==> config.mk <==
export PLATFORM = sky130hd
export DESIGN_NAME = lcd_display_ctrl
export DESIGN_NICKNAME = d
export VERILOG_FILES = /design/src/rtl/lcd_pkg.sv /design/src/rtl/lcd_bin2bcd.sv /design/src/rtl/lcd_display_ctrl.sv
export SDC_FILE = /design/constraint.sdc
export NUM_CORES = 1
export LEC_CHECK = 0
export BUFFER_PORTS_ARGS = -buffer_cell sky130_fd_sc_hd__buf_2
export CORE_MARGIN = 2
export CORE_UTILIZATION = 61
export DETAILED_ROUTE_END_ITERATION = 8
export PLACE_DENSITY = 0.78
export SYNTH_ARGS = -nofsm -noshare
export SYNTH_HDL_FRONTEND = slang
export SYNTH_SLANG_ARGS = --single-unit
export TNS_END_PERCENT = 1
==> constraint.sdc <==
create_clock -name clk -period 3.2 [get_ports clk]
set_input_delay 0.32 -clock clk [delete_from_list [all_inputs] [get_ports clk]]
set_output_delay 0.32 -clock clk [all_outputs]
set_load 0.02 [all_outputs]
==> src/rtl/lcd_pkg.sv <==
// Shared types and constants for the HD44780 display controller.
// State encoding, panel command bytes and the opcode-to-mnemonic ROM.
package lcd_pkg;

    typedef enum logic [2:0] {
        PWR_WAIT, INIT, IDLE, CONVERT, ADDR1, LINE1, ADDR2, LINE2
    } lcd_state_e;

    localparam logic [7:0] LCD_FUNC_SET = 8'h38;
    localparam logic [7:0] LCD_DISP_ON  = 8'h0C;
    localparam logic [7:0] LCD_ENTRY    = 8'h06;
    localparam logic [7:0] LCD_CLEAR    = 8'h01;
    localparam logic [7:0] LCD_LINE1    = 8'h80;
    localparam logic [7:0] LCD_LINE2    = 8'hC0;

    localparam logic [7:0] CHAR_SPACE = 8'h20;
    localparam logic [7:0] CHAR_PLUS  = 8'h2B;
    localparam logic [7:0] CHAR_MINUS = 8'h2D;

    function automatic logic [31:0] mnemonic(input logic [2:0] op);
        case (op)
            3'd0:    return "LOAD";
            3'd1:    return "ADD ";
            3'd2:    return "ADDI";
            3'd3:    return "SUB ";
            3'd4:    return "SUBI";
            3'd5:    return "MUL ";
            3'd6:    return "CLR ";
            default: return "DPL ";
        endcase
    endfunction

    function automatic logic [7:0] init_cmd(input logic [1:0] i);
        case (i)
            2'd0:    return LCD_FUNC_SET;
            2'd1:    return LCD_DISP_ON;
            2'd2:    return LCD_ENTRY;
            default: return LCD_CLEAR;
        endcase
    endfunction

    function automatic logic is_write(input lcd_state_e s);
        return s inside {INIT, ADDR1, LINE1, ADDR2, LINE2};
    endfunction

endpackage

==> src/rtl/lcd_bin2bcd.sv <==
// Sequential double-dabble: one load cycle on start, then 16 shift-add steps.
// done pulses for one cycle; digits hold until the next start.
module lcd_bin2bcd (
    input  logic            clk,
    input  logic            rst_n,
    input  logic            start,
    input  logic [15:0]     bin,
    output logic            done,
    output logic [4:0][3:0] digits
);

    logic [15:0]     sh;
    logic [4:0][3:0] bcd, adj;
    logic [3:0]      step;
    logic            busy;

    always_comb begin
        adj = '0;
        for (int i = 0; i < 5; i++)
            adj[i] = (bcd[i] >= 4'd5) ? bcd[i] + 4'd3 : bcd[i];
    end

    always_ff @(posedge clk or negedge rst_n) begin
        if (!rst_n) begin
            sh   <= '0;
            bcd  <= '0;
            step <= '0;
            busy <= 1'b0;
            done <= 1'b0;
        end else begin
            done <= 1'b0;
            if (start) begin
                sh   <= bin;
                bcd  <= '0;
                step <= '0;
                busy <= 1'b1;
            end else if (busy) begin
                {bcd, sh} <= {adj, sh} << 1;
                step      <= step + 4'd1;
                if (step == 4'd15) begin
                    busy <= 1'b0;
                    done <= 1'b1;
                end
            end
        end
    end

    assign digits = bcd;

endmodule

==> src/rtl/lcd_display_ctrl.sv <==
// 16x2 character LCD driver: power-up init, then mnemonic on line 1 and decimal result on line 2.
// Define LCD_SIGNED_EN to treat result as two's complement with a +/- sign column.
module lcd_display_ctrl
    import lcd_pkg::*;
#(
    parameter int POWERUP_CYC    = 750000,
    parameter int E_PULSE_CYC    = 12,
    parameter int CMD_WAIT_CYC   = 2000,
    parameter int CLEAR_WAIT_CYC = 82000
) (
    input  logic        clk,
    input  logic        rst_n,
    input  logic        upd_valid,
    output logic        upd_ready,
    input  logic [2:0]  opcode,
    input  logic [15:0] result,
    output logic        init_done,
    output logic [7:0]  lcd_data,
    output logic        lcd_rs,
    output logic        lcd_rw,
    output logic        lcd_e
);

    localparam int WR_NORM  = 1 + E_PULSE_CYC + CMD_WAIT_CYC;
    localparam int WR_CLEAR = 1 + E_PULSE_CYC + CLEAR_WAIT_CYC;
    localparam int MAX_CYC  = (POWERUP_CYC > WR_CLEAR) ? POWERUP_CYC : WR_CLEAR;
    localparam int CW       = $clog2(MAX_CYC + 1);

    lcd_state_e      state, state_nxt;
    logic [CW-1:0]   cnt, cnt_nxt;
    logic [3:0]      idx, idx_nxt;
    logic [2:0]      op_q;
    logic [15:0]     res_q, mag;
    logic            init_nxt, accept, start_q, bcd_done, wr_last, e_nxt;
    logic [4:0][3:0] digits;
    logic [31:0]     mn;
    logic [7:0]      sign_char, line1_char, line2_char;

`ifdef LCD_SIGNED_EN
    // Negating 0x8000 wraps back to 0x8000, which is exactly the 32768 magnitude we want.
    assign mag       = res_q[15] ? -res_q : res_q;
    assign sign_char = res_q[15] ? CHAR_MINUS : CHAR_PLUS;
`else
    assign mag       = res_q;
    assign sign_char = CHAR_SPACE;
`endif

    lcd_bin2bcd u_bcd (
        .clk    (clk),
        .rst_n  (rst_n),
        .start  (start_q),
        .bin    (mag),
        .done   (bcd_done),
        .digits (digits)
    );

    always_comb begin
        mn         = mnemonic(op_q);
        line1_char = CHAR_SPACE;
        case (idx)
            4'd0:    line1_char = mn[31:24];
            4'd1:    line1_char = mn[23:16];
            4'd2:    line1_char = mn[15:8];
            4'd3:    line1_char = mn[7:0];
            default: ;
        endcase
        line2_char = CHAR_SPACE;
        case (idx)
            4'd0:    line2_char = sign_char;
            4'd1:    line2_char = {4'h3, digits[4]};
            4'd2:    line2_char = {4'h3, digits[3]};
            4'd3:    line2_char = {4'h3, digits[2]};
            4'd4:    line2_char = {4'h3, digits[1]};
            4'd5:    line2_char = {4'h3, digits[0]};
            default: ;
        endcase
    end

    // Bus byte depends only on state/idx, so it is stable across each write window.
    always_comb begin
        lcd_data = 8'h00;
        lcd_rs   = 1'b0;
        case (state)
            INIT:    lcd_data = init_cmd(idx[1:0]);
            ADDR1:   lcd_data = LCD_LINE1;
            LINE1:   begin lcd_data = line1_char; lcd_rs = 1'b1; end
            ADDR2:   lcd_data = LCD_LINE2;
            LINE2:   begin lcd_data = line2_char; lcd_rs = 1'b1; end
            default: ;
        endcase
    end

    assign lcd_rw    = 1'b0;
    assign upd_ready = (state == IDLE);
    assign wr_last   = (cnt == ((!lcd_rs && lcd_data == LCD_CLEAR) ? CW'(WR_CLEAR - 1)
                                                                    : CW'(WR_NORM - 1)));

    always_comb begin
        state_nxt = state;
        cnt_nxt   = cnt + 1'b1;
        idx_nxt   = idx;
        init_nxt  = init_done;
        accept    = 1'b0;
        case (state)
            PWR_WAIT: if (cnt == CW'(POWERUP_CYC - 1)) begin
                state_nxt = INIT;
                cnt_nxt   = '0;
            end
            IDLE: begin
                cnt_nxt = '0;
                if (upd_valid) begin
                    accept    = 1'b1;
                    state_nxt = CONVERT;
                end
            end
            CONVERT: begin
                cnt_nxt = '0;
                if (bcd_done) state_nxt = ADDR1;
            end
            default: if (wr_last) begin
                cnt_nxt = '0;
                idx_nxt = idx + 4'd1;
                case (state)
                    INIT:    if (idx == 4'd3) begin
                                 state_nxt = IDLE;
                                 idx_nxt   = '0;
                                 init_nxt  = 1'b1;
                             end
                    ADDR1:   begin state_nxt = LINE1; idx_nxt = '0; end
                    LINE1:   if (idx == 4'd15) state_nxt = ADDR2;
                    ADDR2:   begin state_nxt = LINE2; idx_nxt = '0; end
                    LINE2:   if (idx == 4'd15) state_nxt = IDLE;
                    default: ;
                endcase
            end
        endcase
        // Strobe is registered from next-state so it never glitches.
        e_nxt = is_write(state_nxt) && (cnt_nxt >= CW'(1)) && (cnt_nxt <= CW'(E_PULSE_CYC));
    end

    always_ff @(posedge clk or negedge rst_n) begin
        if (!rst_n) begin
            state     <= PWR_WAIT;
            cnt       <= '0;
            idx       <= '0;
            op_q      <= '0;
            res_q     <= '0;
            init_done <= 1'b0;
            start_q   <= 1'b0;
            lcd_e     <= 1'b0;
        end else begin
            state     <= state_nxt;
            cnt       <= cnt_nxt;
            idx       <= idx_nxt;
            init_done <= init_nxt;
            start_q   <= accept;
            lcd_e     <= e_nxt;
            if (accept) begin
                op_q  <= opcode;
                res_q <= result;
            end
        end
    end

endmodule

==> impl_metrics.py <==
metrics = {
    "sta": {
        "skew_ps": 12.64,
        "worst_slack_ps": 197.4,
        "hold_violations": 0,
        "finalCritPeriodShare_pct": 93.83,
        "worst_pin_slew_ps": 736.1,
        "setup_viol": 0,
        "maxSlewViolCount": 0,
        "period_minus_slack_ps": 3003,
        "timing.fmax_mhz": 333.0,
        "slew_headroom_pct": 49.65,
    },
    "worst_setup_path": {
        "path_cells": "inv_1 -> ha_1 -> nor3_1 -> a2111oi_0 -> buf_4 -> o21ai_0 -> o311ai_0 -> buf_2",
        "crit_path_max_incr_delay_ps": 460,
        "critical_path_class": "reg2out",
        "cp.buffers_inverters": 3,
        "slowest_stage": "ha_1",
        "required_ps": 2880,
        "start_kind": "flip-flop",
        "crit_path_end_kind": "output pin",
        "path_max_fanout": 13,
        "path_delay_family": "compound AO/OA/AOI/OAI gates",
        "arrival_ps": 2680,
    },
    "status": {
        "status": "finished clean",
    },
    "drt": {
        "first_pass_iters": 5,
        "routed_wl_um": 12190,
        "ant_nets": 0,
        "drc": 0,
        "drtIter0Drc": 283,
        "wire_per_inst_um": 16.60,
        "via_count": 4563,
        "vias_per_cell": 6.217,
    },
    "yosys": {
        "synth_top_area_share_pct": 41.04,
        "netlist_area_mm2": 0.005549,
        "synth.area.top_cells": "dfrtp_1, mux2i_1, o21ai_0",
        "async_flop_share_pct": 100.0,
        "syn_inst": 610,
        "ys_types": 71,
        "synth_edf_count": 0,
        "syn_nets": 650,
        "synth_area_leader_cell": "dfrtp_1",
        "ys_seq_area_share_pct": 41.04,
        "avgSynthCellArea_um2": 9.097,
        "yosysWarnings": 0,
        "ys.flop_type": "dfrtp_1",
        "ys_ff_latch": 91,
    },
    "layout": {
        "layout.cells.most_common": "dfrtp_1",
        "final_nets": 661,
        "final_cell_mix": "dfrtp_1, nand2_1, o21ai_0",
        "n_antenna_cell": 0,
        "area_delta_synth_final_pct": 7.441,
        "drive_above_1_share_pct": 14.38,
    },
    "clock_network": {
        "cts_buffers": 9,
        "clk_pin_slew_ps": 100,
        "cts_sinks": 91,
        "cts_tree": "done",
        "cts_root_buffer": "clkbuf_8",
        "htreeDepth": 3,
        "insertion_delay_ps": 370,
        "clk_path_buf_depth": 2,
    },
    "placed_design": {
        "place_congestion": 0.8563,
        "dpl_worst_slack_ps": 270.5,
        "io_buffers": 33,
        "hpwlAfterDp_um": 8448,
    },
    "grt": {
        "grt_pass1_vias": 4317,
        "grt_pass1_wl_um": 20600,
        "antenna_found_initial": 0,
        "grt_usage_pct": 25.59,
        "grt_max_degree": 59,
        "grt.overflow.total": 0,
    },
    "floorplan": {
        "die_w_um": 99.38,
        "ios": 35,
        "die_area_mm2": 0.009875,
        "rows": 34,
        "dieHeight_um": 99.38,
        "start_util_pct": 63.32,
        "coreArea_mm2": 0.008763,
    },
    "pwr": {
        "p_leak_uw": 0.002564,
        "p_per_area_mw_per_mm2": 343.2,
        "p_total_uw": 2046,
        "vdd_drop_max_mv": 0.3277,
    },
    "min_path": {
        "min_path_type": "in2reg",
    },
    "job": {
        "max_cap_viol_count": 0,
    },
}
metrics by stage:
| step | area, um2 | std cells | TNS, ps | utilization (%) | hold WS, ps |
|---|---|---|---|---|---|
| 2_1_floorplan | 5549 | 610 | 0 | - | 24.41 |
| 3_3_place_gp | 5731 | 717 | 0 | 65.39 | 394.7 |
| 3_5_place_dp | 5731 | 717 | 0 | 65.39 | 398.2 |
| 4_1_cts | 5957 | 734 | 0 | 67.98 | 156.2 |
| 5_1_grt | 5962 | 734 | -0.5129 | 68.03 | 163.4 |
| 6_report | 5962 | 734 | 0 | 68.03 | 167.6 |
path summary, 6_finish.rpt:
check / start / end / slack, ps / depth (start not counted)
setup / recovery: idx[0] / lcd_data[3] / 200 / 8
hold / removal: opcode[1] / op_q[1] / 170 / 3
setup reg to reg: idx[0] / idx[2] / 290 / 8
hold reg to reg: init_done / init_done / 490 / 1
max in group asynchronous: rst_n / u_bcd.digits[14] / 1900 / 3
min in group asynchronous: rst_n / cnt[17] / 520 / 2
report_power, final:
part / switching (uW) / internal [uW] / leakage, uW
Clock: 475 / 383 / 0.000109
Combinational: 26.5 / 11.9 / 0.00120
Sequential: 0 / 1150 / 0.00125
cells by family after synthesis:
| family | Yosys count | synth area share [%] |
|---|---|---|
| compound gates | 146 | 16.84 |
| xor+xnor | 31 | 4.893 |
| fa+ha+maj | 18 | 4.059 |
| buf+inv | 67 | 5.028 |
| flops | 91 | 41.04 |
| mux | 43 | 8.162 |
| other cells | 1 | 0.06758 |
| simple gates | 213 | 19.91 |
layout make-up:
type / count / area, um2
Fill cell: 720 / 2801
Clock buffer: 9 / 123.9
Inverter: 24 / 90.09
Tap cell: 108 / 135.1
Multi-Input combinational cell: 452 / 2998
Timing Repair Buffer: 43 / 245.2
Sequential cell: 91 / 2277
Clock inverter: 7 / 92.59
Yosys cell counts, types with 12 or more instances:
library cell / instances
clkbuf_1: 25
buf_2: 12
nand3_1: 19
ha_1: 18
dfrtp_1: 91
xnor2_1: 16
o21ai_0: 49
mux2i_1: 25
xor2_1: 15
nor3_1: 34
nor2_1: 44
a21oi_1: 32
nand2_1: 49
mux2_2: 18
a22oi_1: 13
inv_1: 24
what timing repair did:
action,4_1_cts,5_1_grt
hold buffers,1,0
setup buffers,0,0
endpoints found under the hold margin,23,0
gates resized for setup,0,2
endpoints found under the setup margin,0,5
worst reg2reg max path, delay by kind of cell (launching register included):
kind	cells	cell delay, ps
AO/OA/AOI/OAI	4	1180
adder cells (fa/ha/maj)	1	460
AND/OR/NAND/NOR	2	550
buffers and inverters	1	150
flip-flops	1	450
metal layers:
layer | up-vias | track usage [%] | part of all wire (%)
met2 | 149 | 40.54 | 48
met1 | 2202 | 36.99 | 46
met4 | 0 | 7.271 | 1.4
met5 | - | 0 | 0
li1 | 2197 | - | -
met3 | 15 | 3.795 | 5.0
registers in the layout, summed over array words and instances (netlist names), 3 cells and up:
signal        count
u_bcd.sh         16
cnt              20
idx               4
op_q              3
mag              16
u_bcd.digits     20
state             3
u_bcd.step        4
Note: power is estimated with default switching activity, not from simulation.
